### src/rtl/sirv_gnrl_xinjector_pkg.sv
// Shared constants and helpers for the X-injector and other stress blocks.
// Holds the LFSR polynomial, default seed and poison bit-replication helper.
package sirv_gnrl_xinjector_pkg;

    localparam logic [31:0] XINJ_LFSR_MASK    = 32'h8020_0003;
    localparam logic [31:0] XINJ_DEFAULT_SEED = 32'hACE1_1234;

    typedef logic [31:0] lfsr_t;

    // An all-zero seed would lock the LFSR, so it is replaced by 1.
    function automatic lfsr_t xinj_seed_fix(input lfsr_t seed);
        return (seed == 32'h0) ? 32'h1 : seed;
    endfunction

    // Galois step, shifting right; x^32+x^22+x^2+x+1.
    function automatic lfsr_t xinj_lfsr_next(input lfsr_t s);
        return (s >> 1) ^ (s[0] ? XINJ_LFSR_MASK : 32'h0);
    endfunction

    // Poison bit idx of a DW-wide bus: the LFSR value replicated, LSBs first.
    function automatic logic xinj_poison_bit(input lfsr_t s, input int unsigned idx);
        return s[idx % 32];
    endfunction

endpackage

### src/rtl/sirv_gnrl_xinjector_lfsr.sv
// Free-running 32-bit Galois LFSR, advances every cycle out of reset.
// Shared by the X-injector and other stress blocks.
module sirv_gnrl_lfsr32
    import sirv_gnrl_xinjector_pkg::*;
#(
    parameter logic [31:0] SEED = XINJ_DEFAULT_SEED
) (
    input  logic        clk,
    input  logic        rst_n,
    output logic [31:0] state
);

    localparam lfsr_t SEED_EFF = xinj_seed_fix(SEED);

    lfsr_t state_reg;
    lfsr_t state_next;

    always_comb begin
        state_next = xinj_lfsr_next(state_reg);
    end

    always_ff @(posedge clk or negedge rst_n) begin
        if (!rst_n) begin
            state_reg <= SEED_EFF;
        end else begin
            state_reg <= state_next;
        end
    end

    assign state = state_reg;

endmodule

### src/rtl/sirv_gnrl_xinjector.sv
// One-entry valid/ready slice that poisons o_dat while not valid and injects random
// upstream stalls. Define XINJ_TRUE_X_EN to drive all-X instead of the LFSR poison.
module sirv_gnrl_xinjector
    import sirv_gnrl_xinjector_pkg::*;
#(
    parameter int          DW        = 32,
    parameter logic [31:0] LFSR_SEED = XINJ_DEFAULT_SEED
) (
    input  logic          clk,
    input  logic          rst_n,
    input  logic          i_vld,
    output logic          i_rdy,
    input  logic [DW-1:0] i_dat,
    output logic          o_vld,
    input  logic          o_rdy,
    output logic [DW-1:0] o_dat,
    input  logic          cfg_stall_en,
    input  logic [3:0]    cfg_stall_thr,
    output logic [15:0]   stall_cnt
);

    logic [31:0]   lfsr;
    logic          vld_reg;
    logic          vld_next;
    logic [DW-1:0] dat_reg;
    logic [DW-1:0] dat_next;
    logic [15:0]   stall_cnt_reg;
    logic [15:0]   stall_cnt_next;
    logic          stall;
    logic          slot_free;
    logic          push;
    logic          pop;

    sirv_gnrl_lfsr32 #(
        .SEED (LFSR_SEED)
    ) u_lfsr (
        .clk   (clk),
        .rst_n (rst_n),
        .state (lfsr)
    );

    assign stall     = cfg_stall_en & (lfsr[3:0] < cfg_stall_thr);
    assign slot_free = ~vld_reg | o_rdy;
    // Ready is held low while reset is asserted so nothing is accepted into a dead slice.
    assign i_rdy     = rst_n & slot_free & ~stall;
    assign push      = i_vld & i_rdy;
    assign pop       = vld_reg & o_rdy;

    always_comb begin
        vld_next       = vld_reg;
        dat_next       = dat_reg;
        stall_cnt_next = stall_cnt_reg;
        if (push) begin
            vld_next = 1'b1;
            dat_next = i_dat;
        end else if (pop) begin
            vld_next = 1'b0;
        end
        if (i_vld & stall & slot_free & (stall_cnt_reg != 16'hFFFF)) begin
            stall_cnt_next = stall_cnt_reg + 16'd1;
        end
    end

    always_ff @(posedge clk or negedge rst_n) begin
        if (!rst_n) begin
            vld_reg       <= 1'b0;
            dat_reg       <= '0;
            stall_cnt_reg <= '0;
        end else begin
            vld_reg       <= vld_next;
            dat_reg       <= dat_next;
            stall_cnt_reg <= stall_cnt_next;
        end
    end

    assign o_vld     = vld_reg;
    assign stall_cnt = stall_cnt_reg;

`ifdef XINJ_TRUE_X_EN
    assign o_dat = vld_reg ? dat_reg : {DW{1'bx}};
`else
    logic [DW-1:0] poison;

    generate
        for (genvar gi = 0; gi < DW; gi++) begin : g_poison
            assign poison[gi] = xinj_poison_bit(lfsr, gi);
        end
    endgenerate

    assign o_dat = vld_reg ? dat_reg : poison;
`endif

endmodule

### config.mk
export PLATFORM = sky130hd
export DESIGN_NAME = sirv_gnrl_xinjector
export DESIGN_NICKNAME = d
export VERILOG_FILES = /design/src/rtl/sirv_gnrl_xinjector_pkg.sv /design/src/rtl/sirv_gnrl_xinjector_lfsr.sv /design/src/rtl/sirv_gnrl_xinjector.sv
export SDC_FILE = /design/constraint.sdc
export NUM_CORES = 1
export LEC_CHECK = 0
export BUFFER_PORTS_ARGS = -buffer_cell sky130_fd_sc_hd__buf_2
export CAP_MARGIN = 20
export CORE_MARGIN = 2
export CORE_UTILIZATION = 50
export DETAILED_ROUTE_END_ITERATION = 10
export GPL_TIMING_DRIVEN = 1
export PLACE_DENSITY = 0.73
export SYNTH_ARGS = -nofsm -noshare
export SYNTH_HDL_FRONTEND = slang
export SYNTH_SLANG_ARGS = --single-unit
export TNS_END_PERCENT = 30
### constraint.sdc
create_clock -name clk -period 3.39 [get_ports clk]
set_input_delay 0.678 -clock clk [delete_from_list [all_inputs] [get_ports clk]]
set_output_delay 0.678 -clock clk [all_outputs]
set_load 0.01 [all_outputs]
==> reports/results.txt, run 1 <==
drt first-iter violations: 60
Cell Int Power: 0.00163 W
worst-path cell chain: buf_12 > mux2_2 > buf_2
# clock sinks: 81
Top delay family on crit path: flip-flops
Slew HR: 45.5%
DRC violations left: 5
Die Width: 85.9 um
hpwl dp: 4.16 mm
Static Leak: 2.07 nW
n_diodes: 0
RSZ-0062 raised after global routing: false
gr usage total: 17.4%
failing checks: DRC
final clock skew: 0.0107 ns
Area Overhead vs Synth: 21.6%
Worst-Skew Late Latency: 0.34 ns
min Tclk post-route: 2.64 ns
share of layout cells above drive strength 1: 60.1%
post-CTS setup buffer count: 0
Worst EP required: 2.71 ns
Worst Tran Pin Value: 0.818 ns
worst hold path type: in2async
via count: 2063
Synth Instances: 220
global-route wire length before repair: 9.87 mm
post-route ant nets: 0
Placer Congestion: 0.721
Synth Net Count: 265
largest net degree at the start of global routing: 58
vias in the first global route: 2076
Combinational Power Share: 15.8%
Core Box Area: 6420 um^2
Critical Path AT: 1.96 ns
pwr/cell area: 548 nW/um^2
antenna violations before repair: 0
vias per inst: 5.18
Critical Path Fanout Max: 18
Max VDD drop: 0.000253 V
Max Slew Vio Count: 0
Flop pwr share: 52.4%
met3 GRT Util: 4.43%
CP Capture Type: primary output
chip height: 85.9 um
clock power share: 31.8%
htree depth: 3
Reg clk slew, reported paths: 0.09 ns
status: complete, but fails checks
library cells used by synthesis: 30
GRT busiest layer: met2
TritonCTS clock tree: yes
Routed WL: 5.96 mm
met2 Usage GRT: 27.6%
register bit total from synthesis: 81
Yosys warning total: 0
Buffers & Inverters on Critical Path: 2
final worst-path cycle share: 77.8%
Port Buffer Count: 90
CTS Hold Buffers Added: 0
syn avg cell area: 15.2 um^2
final hold vios: 0
Critical-path top delay cell: dfrtp_1
met1 usage: 23.2%
max cap viols: 0
routed length per instance: 15.0 um
drt first pass iters: 8
Root Buffer: clkbuf_8
Setup crit start kind: register
Setup CP Type: reg2out
switching share of total power: 27.0%
Rows: 29
GRT overflow: 0
io pins: 91
sequential area share after synthesis: 61.0%
Finish-stage setup viols: 0
CTS Buffer Depth: 2
Die Footprint: 7370 um^2
Starting Density: 52.2%
final net count: 361
fmax: 379 MHz
post-synthesis cell area: 3350 um^2
Tot Pwr: 0.00223 W
setup TNS: 0 ns
CTS Buf Count: 9
Psw: 0.000602 W
post_cts resized: 0
Worst path max stage delay: 0.88 ns
==> metal layers <==
layer	routed length [um]	part of all wire, %
met3	326	5.5
met5	0	0
met1	2700	45
met2	2860	48
met4	70	1.2
==> layout by cell type (no fill, tap or decap), types with 2 or more instances in the layout <==
cell / n
mux2_2: 60
dfrtp_1: 68
nand4_1: 7
clkbuf_8: 9
buf_4: 3
mux2_1: 5
xor2_1: 7
and3_1: 3
and3_2: 2
inv_6: 2
nand2_1: 6
dfstp_2: 13
buf_2: 89
xnor2_1: 11
nor2_1: 4
ha_1: 4
clkinv_2: 2
inv_1: 5
nand3_1: 3
==> cell families (layout without fill, tap and decap cells) <==
logic type	Yosys count	after routing	synth area share, %
AO/OA/AOI/OAI	4	4	1.61
XOR/XNOR	18	18	4.70
adder cells (fa/ha/maj)	4	4	1.49
buffers and inverters	13	114	2.35
flip-flops	81	81	61.0
multiplexers	65	65	21.8
AND/OR/NAND/NOR	35	35	7.05
==> layout make-up <==
class	count	area [um^2]
Sequential cell	81	2040
Timing Repair Buffer	93	488
Clock inverter	7	77.6
Multi-Input combinational cell	126	1230
Clock buffer	9	124
Fill cell	526	2340
Tap cell	77	96.3
Inverter	5	18.8
==> power groups by stage <==
stage / combinational (W) / sequential (W) / clock, W
after floorplan: 0.000221 / 0.00118 / 0
after global placement: 0.000352 / 0.00118 / 0
after detailed placement: 0.000360 / 0.00119 / 0
after CTS: 0.000362 / 0.00117 / 0.000730
after global routing: 0.000391 / 0.00119 / 0.000779
final: 0.000353 / 0.00117 / 0.000710
==> worst register-to-register path, stage by stage (launching register included) <==
cell and delay (ns):
dfrtp_1 0.44, ha_1 0.30, o211ai_1 0.12, o211ai_4 0.29
nand2_2 0.11, nor2_4 0.11, buf_4 0.38, mux2_2 0.41
==> per-stage QoR <==
stage	cell area [um^2]	std cells	util [%]	setup WS [ns]	hold slack, ns
after detailed placement	3880	382	60.4	0.713	0.360
after floorplan	3350	220	-	1.09	0.350
final	4080	398	63.5	0.752	0.236
after CTS	4080	398	63.5	0.711	0.231
after global routing	4080	398	63.5	0.618	0.239
after global placement	3880	382	60.4	0.759	0.360
==> synthesized netlist by cell type <==
library cell,count,area (um^2)
mux2_2,60,676
nor4b_2,1,15.0
nor4_4,1,21.3
a211oi_4,1,20.0
and4_2,1,10.0
ha_1,4,50.1
dfstp_2,13,342
buf_6,4,45.0
and2b_1,1,7.51
o211ai_4,1,21.3
nor2_4,1,11.3
mux2_1,5,56.3
nand4_1,7,43.8
xor2_1,7,61.3
nand2_1,6,22.5
nand2_2,1,6.26
and3_1,3,18.8
and2_1,1,6.26
dfrtp_1,68,1700
nor3b_2,1,12.5
inv_1,5,18.8
o211ai_1,1,7.51
nand3_2,1,10.0
o21ai_0,1,5.00
nand3_1,3,15.0
nand2b_1,1,6.26
xnor2_1,11,96.3
clkbuf_1,4,15.0
and3_2,2,15.0
nor2_1,4,15.0
==> path summary, 6_finish.rpt <==
check	start	end	slack (ns)	cells past startpoint
max	o_vld	o_dat[2]	0.75	3
min	rst_n	stall_cnt[12]	0.24	1
max reg2reg	u_lfsr.state[1]	dat_reg[27]	1.12	7
min reg2reg	u_lfsr.state[27]	u_lfsr.state[26]	0.37	0
max in group asynchronous	rst_n	stall_cnt[15]	2.14	2
min in group clk	u_lfsr.state[27]	u_lfsr.state[26]	0.37	0
Note: power is estimated with default switching activity, not from simulation.
==> run 2, diff against run 1 <==
--- a/config.mk
+++ b/config.mk
@@ -8,10 +8,10 @@
 export BUFFER_PORTS_ARGS = -buffer_cell sky130_fd_sc_hd__buf_2
 export CAP_MARGIN = 20
 export CORE_MARGIN = 2
-export CORE_UTILIZATION = 50
+export CORE_UTILIZATION = 47
 export DETAILED_ROUTE_END_ITERATION = 10
 export GPL_TIMING_DRIVEN = 1
-export PLACE_DENSITY = 0.73
+export PLACE_DENSITY = 0.72
 export SYNTH_ARGS = -nofsm -noshare
 export SYNTH_HDL_FRONTEND = slang
 export SYNTH_SLANG_ARGS = --single-unit
==> constraint.sdc (replaced) <==
create_clock -name clk -period 2.34 [get_ports clk]
set_input_delay 0.468 -clock clk [delete_from_list [all_inputs] [get_ports clk]]
set_output_delay 0.468 -clock clk [all_outputs]
set_load 0.01 [all_outputs]
==> run 2 against run 1 <==
Compared with the run above: the run now ends clean; count of clock-buffer cells in the layout is 4 higher; setup slack worse by 0.65 ns; critical path depth is 2 higher; flip-flop and latch count stayed put; die area is 6.1% higher; sequential share of layout area is 1.5 points lower; largest cell class unchanged; largest power group unchanged.
==> reports/results.txt, run 2 (synthesis results as in run 1) <==
status: complete, no violations
Psw: 0.000817 W
Setup CP Type: reg2out
Area Overhead vs Synth: 25.3%
min Tclk post-route: 2.24 ns
n_diodes: 0
Critical Path Fanout Max: 4
Max Slew Vio Count: 0
pwr/cell area: 796 nW/um^2
share of layout cells above drive strength 1: 60.7%
DP Worst Slack: 0.0487 ns
DRC violations left: 0
gr usage total: 16.7%
worst flop-to-flop path endpoint: dat_reg[10]
Finish-stage setup viols: 0
antenna violations before repair: 0
Core Box Area: 6830 um^2
CTS Hold Buffers Added: 0
final worst-path cycle share: 95.7%
final hold vios: 0
io pins: 91
final net count: 368
clock power share: 33.5%
most common cell after layout, fill and taps aside: buf_2
routed length per instance: 14.5 um
Worst R2R Start: u_lfsr.state[3]
# fillers: 592
CTS Buf Count: 9
max cap viols: 0
htree depth: 3
R2R setup slack: 0.21 ns
Static Leak: 2.12 nW
largest net degree at the start of global routing: 55
Worst EP required: 1.87 ns
global-route wire length before repair: 9.76 mm
Setup crit start kind: register
CP Capture Type: primary output
hpwl dp: 4.25 mm
drt first pass iters: 4
Port Buffer Count: 90
Reg clk slew, reported paths: 0.08 ns
Routed WL: 6.13 mm
switching share of total power: 24.4%
Critical Path AT: 1.77 ns
Slew HR: 55.8%
CTS Buffer Depth: 2
Placer Congestion: 0.770
vias in the first global route: 2029
TritonCTS clock tree: yes
GRT overflow: 0
R2R depth: 8
drt first-iter violations: 33
Combinational Power Share: 15.9%
Cell Int Power: 0.00253 W
Final WS setup: 0.101 ns
# clock sinks: 81
vias per inst: 4.85
Max VDD drop: 0.000502 V
Root Buffer: clkbuf_8
setup TNS: 0 ns
Rows: 30
fmax: 447 MHz
final clock skew: 0.00815 ns
Flop pwr share: 50.6%
Die Footprint: 7820 um^2
Worst Tran Pin Value: 0.663 ns
chip height: 88.5 um
Starting Density: 49.1%
commonest non-fill, non-tap cells in the layout: buf_2 (89), dfrtp_1 (68), mux2_2 (60)
Worst-Skew Late Latency: 0.34 ns
via count: 2056
RSZ-0062 raised after global routing: false
Tot Pwr: 0.00334 W
Die Width: 88.5 um
worst hold path type: in2async
post-route ant nets: 0
==> run 2: changes by cell type in the layout (fill, tap and decap cells not counted), sizes merged <==
cell    before  now
clkbuf       9   13
inv          8    5
bufinv       1    2
clkinv       3    1
buf         93  100
==> run 2: through the flow <==
step                util, %  hold slack, ns  cell area, um^2  instances
floorplan                 -           0.172             3350        220
global placement       57.6           0.356             3940        404
detailed placement     57.6           0.357             3940        404
CTS                    60.9           0.161             4160        420
global route           61.5           0.187             4200        424
finish                 61.5           0.167             4200        424
==> run 2: how the worst max path moves through the flow <==
| stage | from | endpoint | depth (start not counted) |
|---|---|---|---|
| after floorplan | cfg_stall_thr[3] | dat_reg[2] | 8 |
| after global placement | cfg_stall_thr[3] | dat_reg[27] | 9 |
| after detailed placement | cfg_stall_thr[3] | dat_reg[28] | 9 |
| after CTS | u_lfsr.state[3] | i_rdy | 5 |
| after global routing | o_vld | o_dat[2] | 3 |
| final | u_lfsr.state[3] | i_rdy | 5 |
==> run 2: cell type report <==
class	count	area [um^2]	area share [%]
clock buffer	13	159	3.78
clock inverter	3	65.1	1.55
inverter	5	18.8	0.447
multi-input combinational	126	1240	29.6
sequential	81	2040	48.6
tap	96	120	2.86
timing repair buffer	100	553	13.2
==> run 2: power groups by stage <==
stage	Combinational, W	Sequential (W)	Clock [W]
floorplan	0.000320	0.00171	0
global placement	0.000521	0.00171	0
detailed placement	0.000535	0.00172	0
CTS	0.000538	0.00170	0.00116
global route	0.000588	0.00172	0.00122
finish	0.000530	0.00169	0.00112
==> run 2: worst max-delay path, stage by stage (launching register included) <==
cell and delay, ns:
dfrtp_1 0.43, ha_4 0.29, o211ai_1 0.12, o211ai_4 0.25, and3_2 0.21, buf_2 0.14
==> run 2: layer usage <==
| layer | wire [um] | global-route usage (%) | up-vias |
|---|---|---|---|
| li1 | - | - | 976 |
| met1 | 2850 | 21.9 | 1005 |
| met5 | 0 | 0 | - |
| met3 | 410 | 6.72 | 5 |
| met4 | 41 | 5.23 | 0 |
| met2 | 2820 | 25.6 | 70 |
==> run 2: repair_timing <==
action                                  CTS  global route
endpoints found under the setup margin    1             1
pin swaps                                 1             2
setup buffers                             0             4
gates resized for setup                   0             1
==> run 3, diff against run 2 <==
--- a/config.mk
+++ b/config.mk
@@ -7,11 +7,13 @@
 export LEC_CHECK = 0
 export BUFFER_PORTS_ARGS = -buffer_cell sky130_fd_sc_hd__buf_2
 export CAP_MARGIN = 20
+export CELL_PAD_IN_SITES_DETAIL_PLACEMENT = 0
+export CELL_PAD_IN_SITES_GLOBAL_PLACEMENT = 1
 export CORE_MARGIN = 2
-export CORE_UTILIZATION = 47
+export CORE_UTILIZATION = 38
 export DETAILED_ROUTE_END_ITERATION = 10
 export GPL_TIMING_DRIVEN = 1
-export PLACE_DENSITY = 0.72
+export PLACE_DENSITY = 0.71
 export SYNTH_ARGS = -nofsm -noshare
 export SYNTH_HDL_FRONTEND = slang
 export SYNTH_SLANG_ARGS = --single-unit
==> run 3 against run 2 <==
Compared with the run above: clock power decreased by 6%; sequential share of layout area unchanged; via count rose by 0.24%.
==> reports/results.txt, run 3 (synthesis results as in run 1) <==
commonest non-fill, non-tap cells in the layout: buf_2 (89), dfrtp_1 (68), mux2_2 (60)
Reg clk slew, reported paths: 0.08 ns
Psw: 0.000851 W
CP Capture Point: i_rdy
fmax: 445 MHz
GRT overflow: 0
DRC violations left: 0
Slew HR: 48.7%
chip height: 97.9 um
Placer Congestion: 0.735
n_diodes: 0
clock power share: 32.1%
Static Leak: 2.10 nW
DP Worst Slack: 0.0921 ns
global-route wire length before repair: 10.8 mm
Cell Int Power: 0.00242 W
R2R setup slack: 0.22 ns
final net count: 367
final worst-path cycle share: 96.1%
drt first pass iters: 4
switching share of total power: 26.0%
worst hold path type: in2reg
# clock sinks: 81
R2R depth: 8
Critical Path Fanout Max: 4
final hold vios: 0
CP Capture Type: primary output
share of layout cells above drive strength 1: 60.6%
post_cts resized: 0
CTS Buffer Depth: 2
largest net degree at the start of global routing: 64
vias in the first global route: 2186
Finish-stage setup viols: 0
Combinational Power Share: 16.4%
Core Box Area: 8640 um^2
Rows: 34
worst flop-to-flop path endpoint: dat_reg[31]
Root Buffer: clkbuf_8
hpwl dp: 4.36 mm
io pins: 91
Worst Tran Pin Value: 0.770 ns
Die Footprint: 9590 um^2
RSZ-0062 raised after global routing: false
gr usage total: 14.2%
Setup CP Type: reg2out
CTS Buf Count: 9
Worst R2R Start: u_lfsr.state[3]
TritonCTS clock tree: yes
Routed WL: 6.26 mm
CP Launch Point: u_lfsr.state[1]
post-route ant nets: 0
Max VDD drop: 0.000438 V
Worst-Skew Late Latency: 0.33 ns
vias per inst: 4.74
final clock skew: 0.0109 ns
status: complete, no violations
routed length per instance: 14.4 um
via count: 2061
Worst EP required: 1.87 ns
hold_sp: i_dat[3]
Die Width: 97.9 um
max cap viols: 0
min Tclk post-route: 2.25 ns
Area Overhead vs Synth: 25.3%
Starting Density: 38.8%
setup TNS: 0 ns
antenna violations before repair: 0
Final WS setup: 0.0909 ns
drt first-iter violations: 60
Critical Path AT: 1.78 ns
Flop pwr share: 51.6%
htree depth: 3
pwr/cell area: 779 nW/um^2
Max Slew Vio Count: 0
most common cell after layout, fill and taps aside: buf_2
Setup crit start kind: register
Port Buffer Count: 90
## run 3: cell types whose count changed in the layout (fill, tap and decap cells not counted)
cell,before,now
bufinv_16,2,1
buf_12,2,3
clkinvlp_4,0,2
ha_1,3,4
clkbuf_1,2,0
buf_4,9,6
clkinv_2,1,0
dlygate4sd3_1,0,1
clkinv_4,0,1
ha_4,1,0
inv_6,0,1
## run 3: per-layer routing
layer,vias to the layer above,GRT usage [%],wire length [um]
met4,0,4.81,48
li1,969,-,-
met2,59,21.4,2880
met1,1027,19.8,2940
met5,-,0,0
met3,6,3.94,387
## run 3: critical path: stages (launching register included)
cell and delay [ns]:
dfrtp_1 0.43, ha_1 0.29, o211ai_1 0.25, o211ai_4 0.13, and3_2 0.22, buf_2 0.14
## run 3: final cells by class
type | instances | area (um^2)
clock buffer | 11 | 151
clock inverter | 5 | 62.6
fill | 799 | 4430
inverter | 5 | 18.8
multi-input combinational | 126 | 1230
sequential | 81 | 2040
tap | 108 | 135
timing repair buffer | 99 | 561
## run 3: worst min-delay path by stage
stage	depth (start not counted)	slack, ns	end
after global routing	2	0.34	dat_reg[23]
after floorplan	0	0.17	dat_reg[0]
final	2	0.35	dat_reg[3]
after CTS	2	0.33	dat_reg[3]
after global placement	0	0.35	u_lfsr.state[17]
after detailed placement	0	0.36	u_lfsr.state[26]
## run 3: power by group through the flow
stage               Combinational, W  Clock [W]  Sequential, W
floorplan                   0.000320          0        0.00171
global placement            0.000533          0        0.00171
detailed placement          0.000544          0        0.00172
CTS                         0.000546    0.00110        0.00169
global route                0.000593    0.00116        0.00172
finish                      0.000536    0.00105        0.00169
## run 3: metrics by stage
step	power (W)	hold WS [ns]	utilization, %	cell area (um^2)	cells
2_1_floorplan	0.00203	0.172	-	3350	220
6_report	0.00327	0.354	48.7	4200	435
5_1_grt	0.00348	0.340	48.7	4200	435
3_3_place_gp	0.00224	0.353	45.9	3960	416
3_5_place_dp	0.00226	0.357	45.9	3960	416
4_1_cts	0.00334	0.334	48.5	4190	433
## run 3: timing repair
item / in CTS / in global routing
setup buffers: 0 / 2
hold buffers: 1 / 0
setup endpoints to repair: 0 / 1
endpoints found under the hold margin: 8 / 0
